--- config.mk ---
export PLATFORM = sky130hd
export DESIGN_NAME = bbox_tracker_multi
export DESIGN_NICKNAME = d
export VERILOG_FILES = /design/src/rtl/bbox_tracker_multi.sv
export SDC_FILE = /design/constraint.sdc
export NUM_CORES = 1
export LEC_CHECK = 0
export ABC_CLOCK_PERIOD_IN_PS = 5500
export BUFFER_PORTS_ARGS = -buffer_cell sky130_fd_sc_hd__buf_2
export CAP_MARGIN = 10
export CELL_PAD_IN_SITES_DETAIL_PLACEMENT = 1
export CELL_PAD_IN_SITES_GLOBAL_PLACEMENT = 2
export CORE_UTILIZATION = 39
export DETAILED_ROUTE_END_ITERATION = 12
export PLACE_DENSITY_LB_ADDON = 0.1
export SLEW_MARGIN = 25
export SYNTH_ARGS = -nofsm -noshare
export SYNTH_HDL_FRONTEND = slang
export SYNTH_SLANG_ARGS = --single-unit
--- constraint.sdc ---
create_clock -name clk_in -period 5.5 [get_ports clk_in]
set_clock_uncertainty 0.1 [all_clocks]
set_input_delay 0.55 -clock clk_in [delete_from_list [all_inputs] [get_ports clk_in]]
set_output_delay 0.55 -clock clk_in [all_outputs]
set_load 0.05 [all_outputs]
--- src/rtl/bbox_tracker_multi.sv ---
// rtl/bbox_tracker_multi.sv - multi-channel bounding-box tracker with banked per-channel report stream
module bbox_tracker_multi #(
    parameter int N_CH       = 4,
    parameter int HW         = 11,
    parameter int VW         = 10,
    parameter int H_PIXELS   = 960,
    parameter int V_PIXELS   = 640,
    parameter int CNT_W      = 20,
    parameter int MIN_PIXELS = 64,
    localparam int CH_W      = (N_CH > 1) ? $clog2(N_CH) : 1
) (
    input  logic             clk_in,
    input  logic             rst_n_in,
    input  logic [HW-1:0]    hcount_in,
    input  logic [VW-1:0]    vcount_in,
    input  logic [N_CH-1:0]  valid_in,
    input  logic             tabulate_in,
    input  logic             ready_in,
    output logic             valid_out,
    output logic [CH_W-1:0]  ch_out,
    output logic [HW-1:0]    x_out,
    output logic [VW-1:0]    y_out,
    output logic [HW-1:0]    w_out,
    output logic [VW-1:0]    h_out,
    output logic [CNT_W-1:0] count_out,
    output logic             found_out,
    output logic             busy_out,
    output logic             overrun_out
);

    typedef enum logic {ACCUM, REPORT} state_t;

    localparam logic [CNT_W-1:0] CNT_MAX  = '1;
    localparam logic [CH_W-1:0]  LAST_IDX = CH_W'(N_CH - 1);

    state_t            state;
    logic [CH_W-1:0]   idx;

    // live accumulators for the frame in progress
    logic [HW-1:0]     min_x [N_CH];
    logic [HW-1:0]     max_x [N_CH];
    logic [VW-1:0]     min_y [N_CH];
    logic [VW-1:0]     max_y [N_CH];
    logic [CNT_W-1:0]  cnt   [N_CH];

    // accumulator values including the current pixel
    logic [HW-1:0]     nx_min_x [N_CH];
    logic [HW-1:0]     nx_max_x [N_CH];
    logic [VW-1:0]     nx_min_y [N_CH];
    logic [VW-1:0]     nx_max_y [N_CH];
    logic [CNT_W-1:0]  nx_cnt   [N_CH];

    // report bank, frozen at tabulate time
    logic [HW-1:0]     b_min_x [N_CH];
    logic [HW-1:0]     b_max_x [N_CH];
    logic [VW-1:0]     b_min_y [N_CH];
    logic [VW-1:0]     b_max_y [N_CH];
    logic [CNT_W-1:0]  b_cnt   [N_CH];

    logic in_active;
    logic cur_found;

    assign in_active = (32'(hcount_in) < H_PIXELS) && (32'(vcount_in) < V_PIXELS);

    // fold the current pixel into each channel's extents and count
    always_comb begin
        for (int c = 0; c < N_CH; c++) begin
            nx_min_x[c] = min_x[c];
            nx_max_x[c] = max_x[c];
            nx_min_y[c] = min_y[c];
            nx_max_y[c] = max_y[c];
            nx_cnt[c]   = cnt[c];
            if (valid_in[c] && in_active) begin
                if (hcount_in < min_x[c]) nx_min_x[c] = hcount_in;
                if (hcount_in > max_x[c]) nx_max_x[c] = hcount_in;
                if (vcount_in < min_y[c]) nx_min_y[c] = vcount_in;
                if (vcount_in > max_y[c]) nx_max_y[c] = vcount_in;
                if (cnt[c] != CNT_MAX) nx_cnt[c] = cnt[c] + CNT_W'(1);
            end
        end
    end

    // accumulate, bank on tabulate, and step through channels while reporting
    always_ff @(posedge clk_in or negedge rst_n_in) begin
        if (!rst_n_in) begin
            state       <= ACCUM;
            idx         <= '0;
            overrun_out <= 1'b0;
            for (int c = 0; c < N_CH; c++) begin
                min_x[c]   <= '1;
                max_x[c]   <= '0;
                min_y[c]   <= '1;
                max_y[c]   <= '0;
                cnt[c]     <= '0;
                b_min_x[c] <= '0;
                b_max_x[c] <= '0;
                b_min_y[c] <= '0;
                b_max_y[c] <= '0;
                b_cnt[c]   <= '0;
            end
        end else begin
            overrun_out <= 1'b0;
            for (int c = 0; c < N_CH; c++) begin
                if (tabulate_in) begin
                    min_x[c] <= '1;
                    max_x[c] <= '0;
                    min_y[c] <= '1;
                    max_y[c] <= '0;
                    cnt[c]   <= '0;
                end else begin
                    min_x[c] <= nx_min_x[c];
                    max_x[c] <= nx_max_x[c];
                    min_y[c] <= nx_min_y[c];
                    max_y[c] <= nx_max_y[c];
                    cnt[c]   <= nx_cnt[c];
                end
            end
            if (tabulate_in && state == ACCUM) begin
                for (int c = 0; c < N_CH; c++) begin
                    b_min_x[c] <= nx_min_x[c];
                    b_max_x[c] <= nx_max_x[c];
                    b_min_y[c] <= nx_min_y[c];
                    b_max_y[c] <= nx_max_y[c];
                    b_cnt[c]   <= nx_cnt[c];
                end
                state <= REPORT;
                idx   <= '0;
            end else if (tabulate_in) begin
                // a report is still draining: this frame is dropped
                overrun_out <= 1'b1;
            end
            if (state == REPORT && ready_in) begin
                if (idx == LAST_IDX) begin
                    state <= ACCUM;
                    idx   <= '0;
                end else begin
                    idx <= idx + CH_W'(1);
                end
            end
        end
    end

    assign cur_found = (32'(b_cnt[idx]) >= MIN_PIXELS);

    // present the banked box for the current channel; blank when not found
    always_comb begin
        valid_out = (state == REPORT);
        busy_out  = (state == REPORT);
        ch_out    = '0;
        x_out     = '0;
        y_out     = '0;
        w_out     = '0;
        h_out     = '0;
        count_out = '0;
        found_out = 1'b0;
        if (state == REPORT) begin
            ch_out    = idx;
            count_out = b_cnt[idx];
            found_out = cur_found;
            if (cur_found) begin
                x_out = b_min_x[idx];
                y_out = b_min_y[idx];
                w_out = b_max_x[idx] - b_min_x[idx] + HW'(1);
                h_out = b_max_y[idx] - b_min_y[idx] + VW'(1);
            end
        end
    end

endmodule

### Word-level counts from Yosys, hierarchy flattened

Index checks and enable logic that the tools add are counted.

| operators by class | value |
|---|---|
| add/sub/neg operators | 9 |
| $lt $le $gt $ge | 20 |
| eq/ne operators | 5 |
| multiplexer cells | 94 |
| bitwise logic cells | 2 |
| reduce and logical (&&, ||, !) cells | 8 |

Operators with widths:

| kind | count |
|---|---|
| 2-to-1 mux 11 bit | 32 |
| 2-to-1 mux 10 bit | 32 |
| 2-to-1 mux 20 bit | 15 |
| adder 20 x 1 -> 20 bit, second input constant | 4 |
| != test 20 bit, second input constant | 4 |
| binary-select mux 11 bit (select 2 bit) | 2 |
| greater-than comparator 11 bit | 4 |
| < comparator 11 bit | 4 |
| binary-select mux 10 bit (select 2 bit) | 2 |
| binary-select mux 20 bit (select 2 bit) | 1 |
| greater-than comparator 10 bit | 4 |
| < comparator 10 bit | 4 |
| >= comparator 20 x 7 -> 1 bit, second input constant | 1 |
| adder 11 x 1 -> 11 bit, second input constant | 1 |
| < comparator 11 x 10 -> 1 bit, second input constant | 1 |
| subtractor 11 bit | 1 |
| adder 10 x 1 -> 10 bit, second input constant | 1 |
| < comparator 10 bit, second input constant | 1 |
| subtractor 10 bit | 1 |
| 2-to-1 mux 2 bit | 4 |
| logical AND 1 bit | 7 |
| 2-to-1 mux 1 bit | 6 |
| >= comparator 3 bit, second input constant | 1 |
| NOT 2 -> 3 bit | 1 |
| 4 further kinds | 4 |

| storage, ports and cells | value |
|---|---|
| register bits | 500 |
| input bits | 29 |
| output and inout port bits | 68 |
| word-level logic and storage cells | 181 |

### Longest topological paths before layout

| logic depth | value |
|---|---|
| depth in word-level cells | 8 |
| mapped depth | 16 |
| depth with buffers taken out | 13 |

### Worst setup path before layout

No wires, ideal clock.

| timing path | value |
|---|---|
| path type | register -> output |
| from | register idx[0] |
| to | output w_out[9] |
| data arrival time | 4.420 ns |
| data required time | 4.850 ns |
| slack | 0.430 ns |
| stages on the path, launching flop included | 13 |
| buffers on the path | 3 |
| path through | dfrtp_1 buf_2 buf_2 buf_1 mux4_2 ha_1 ha_1 nor2b_1 o21ai_0 a21oi_1 o211ai_1 a21boi_0 nor3b_1 |

| on the way | value |
|---|---|
| longest elaborated chain between the ends | 8 |
| elaborated cells on any way between the ends | 15 |
| classes of those cells | add/sub (2); order compare (1); mux (11); bitwise (1) |

RTL lines:

| what | RTL line | source |
|---|---|---|
| from (decl) | 37 | `logic [CH_W-1:0] idx;` |
| from (signal assigned) | 137 | `idx <= idx + CH_W'(1);` |
| NOT 2 -> 3 bit (implied by the code) (*) | 143, 163 |  |
| binary-select mux 11 bit (select 2 bit) | 163 | `w_out = b_max_x[idx] - b_min_x[idx] + HW'(1);` |
| 2-to-1 mux 11 bit (implied by the code) (2 in series) | 163 |  |
| subtractor 11 bit | 163 |  |
| adder 11 x 1 -> 11 bit | 163 |  |
| 2-to-1 mux 11 bit (*) | 160 | `if (cur_found) begin` |
| 2-to-1 mux 11 bit (*) | 156 | `if (state == REPORT) begin` |
| to (decl) | 23 | `output logic [HW-1:0] w_out,` |

Mark *: on every way between the ends. The rest lies on a longest branch, timed or not. The select of a mux whose other input is x is not followed.

### Worst setup path in the final report

| timing path | value |
|---|---|
| from | register idx[0] |
| to | output w_out[10] |

The elaborated chain is that of the path after synthesis.

==> flow_summary.ini <==
[job]
maxCapViolations = 0

[hold_path]
hold_class = input port to register
hold_depth = 2
whs_endpoint = busy_out
worstHoldStart = ready_in

[timing]
finalCriticalPeriod_ns = 5.016
finalCritPeriodShare = 0.9120
worst_slew_pin_slew_ns = 0.9502
clock.fmax_ghz = 0.1994
setup_slack_ns = 0.4843
rsz0062_at_grt = no
fin_setup_tns_ns = 0
slew_violations = 0
timing.final.hold_violations = 0
finalSetupViolations = 0
relSlewSlack = 0.3666

[power_and_ir_drop]
power.total_mw = 13.56
ir_drop_uv = 294.2
p_leak_nw = 14.33
power_density_nw_per_um2 = 434.7

[yosys]
ys.flop_type = dfrtp_1
yosysSeqAreaShare = 0.4549
synth-async-reset-ratio = 1.000
synth_cell_type_count = 70
netlist_area_um2 = 27730
yosys.area.top_type_share = 0.3753
postSynthCellCount = 2840
ys_warn_count = 0
syn_avg_cell_area_um2 = 9.766
ys_seq_elements = 500
yosysTopAreaCell = dfrtp_1
synth_area_leaders = dfrtp_1 38%, ha_1 9.1%, dfstp_2 8.0%
synth_edf_count = 0
syn_nets = 3072

[die]
die_w_um = 268.7
fp.coreArea_um2 = 70150
io_pins = 97
die_area_um2 = 72180
initial_utilization = 0.3954
num_rows = 97
die-height_um = 268.7

[finish]
final.fill_count = 7909
mostFrequentLayoutCells = 414 x dfrtp_1, 307 x nor2_1, 277 x nand2_1, 241 x o21ai_0
syn2layout_area_growth_pct = 12.50
layout.nets = 3108
final_common_cell = dfrtp_1
fin_util = 0.4448
final_cells = 3868
multiInputGateArea_um2 = 13750
regArea_um2 = 12620
drive_above_1_share = 0.1395

[clock_network]
clock_sinks = 500
clk_pin_slew_ns = 0.06
clock_latency_ns = 0.63
clockRootBuffer = clkbuf_16
cts_tree = done
cts_buffers = 59
cts_buffer_depth = 3
h-tree-depth = 2
cts_resized = 0

[worst_setup_path]
reg2regPathDepth = 8
r2r-start = min_x[19]
cp.depth = 11
crit_type = register to output port
critPathSlowestCell = dfrtp_4
path_buf_inv = 2
regToRegSetupSlack_ns = 2.44
worst-path-max-fanout = 15
reg2reg_to = min_x[12]
cp.arrival_ns = 4.37
endpoint_kind = output port
path_cells = buf_4, mux4_2, ha_1, ha_1, a21oi_1, o211ai_1, o41ai_1, o21ai_0, xnor2_1, nor2_1, buf_2
cp_common_cell = ha_1
critPathTopFamily = compound AO/OA/AOI/OAI gates
slowest_delay_ns = 0.70
crit_required_ns = 4.85
start_kind = register

[global_routing]
grt_use_met3 = 0.03078
grt_overflow = 0
grt.busiest_layer = met2
grt_pass1_vias = 22307
grt_pass1_wl_mm = 132.5
use_met2 = 0.3963
antenna_found_initial = 1
grtUsageTotal = 0.2411
grt_start_max_net_pins = 157
grt_util_met1 = 0.3228

[outcome]
status = finished, final reports clean

[drt]
routed_wl_mm = 85.39
routedWlPerCell_um = 22.08
vias = 21141
antenna_left = 0
drc = 0
firstDrtPassIters = 5
viasPerCell = 5.466
first_iter_violations = 963

[placement]
portBuffers = 96
gp_routability_congestion = 0.8381
placed_cells = 3753
pre_cts_slack_ns = 0.8989
dp_hpwl_mm = 59.37
==> flip-flops by register name (all words and copies together), names as in the netlist <==
register     count
b_cnt           80
b_max_x         44
b_max_y         40
b_min_x         44
b_min_y         40
busy_out         1
cnt             80
idx              2
max_x           44
max_y           40
min_x           44
min_y           40
overrun_out      1
==> cell usage after synthesis (all sizes together), types with 15 or more instances <==
cell type and number:
mux2i 143, nor2b 18, a31oi 49, nand4 32, inv 202, nand3 119, a21o 29, and4 19
clkbuf 123, nand2 277, and3 36, nor3 15, ha 201, mux4 62, o21ai 250, nand3b 31
a21oi 98, buf 41, nor4 15, dfrtp 416, xor2 28, and2 34, dfstp 84, nor2 307
nand2b 76, xnor2 45
==> cell families after synthesis <==
logic type,synth area share
AND/OR/NAND/NOR,0.1709
flip-flops,0.4549
AO/OA/AOI/OAI,0.1035
buffers and inverters,0.05188
multiplexers,0.1036
adder cells (fa/ha/maj),0.09212
XOR/XNOR,0.02305
==> power breakdown <==
group / switching, mW / internal [mW] / total (mW)
Sequential: 0.671 / 4.36 / 5.03
Combinational: 2.77 / 1.68 / 4.46
Clock: 1.64 / 2.44 / 4.07
==> cell type report <==
| class | count | area share |
|---|---|---|
| antenna | 3 | 0.0002406 |
| clock buffer | 90 | 0.05554 |
| clock inverter | 20 | 0.008261 |
| inverter | 202 | 0.02430 |
| multi-input combinational | 1974 | 0.4406 |
| sequential | 500 | 0.4046 |
| tap | 940 | 0.03770 |
| timing repair buffer | 139 | 0.02867 |
==> worst max path at each step <==
stage | startpoint | to | slack [ns]
floorplan | idx[0] | w_out[9] | 0.43
global placement | idx[0] | h_out[9] | 0.93
detailed placement | idx[0] | h_out[9] | 0.90
CTS | idx[0] | h_out[9] | 0.19
global route | idx[0] | h_out[9] | 0.19
finish | idx[0] | w_out[10] | 0.48
==> per-stage QoR <==
stage | hold slack (ns) | cell area, µm²
after global routing | 0.1266 | 31190
after floorplan | 0.1544 | 27730
after global placement | 0.3572 | 29130
final | 0.1383 | 31200
after detailed placement | 0.3691 | 29150
after CTS | 0.1043 | 31150
==> what timing repair did <==
action | CTS | global route
hold buffers | 1 | 0
buffers inserted | 0 | 1
hold endpoints to repair | 53 | 0
setup endpoints to repair | 0 | 2
==> layer usage <==
| layer | vias to the layer above | part of all wire |
|---|---|---|
| met5 | - | 0 |
| met1 | 10789 | 0.46 |
| met2 | 317 | 0.48 |
| met3 | 140 | 0.033 |
| met4 | 0 | 0.035 |
| li1 | 9895 | - |
Power figures use the tool's default switching activity.
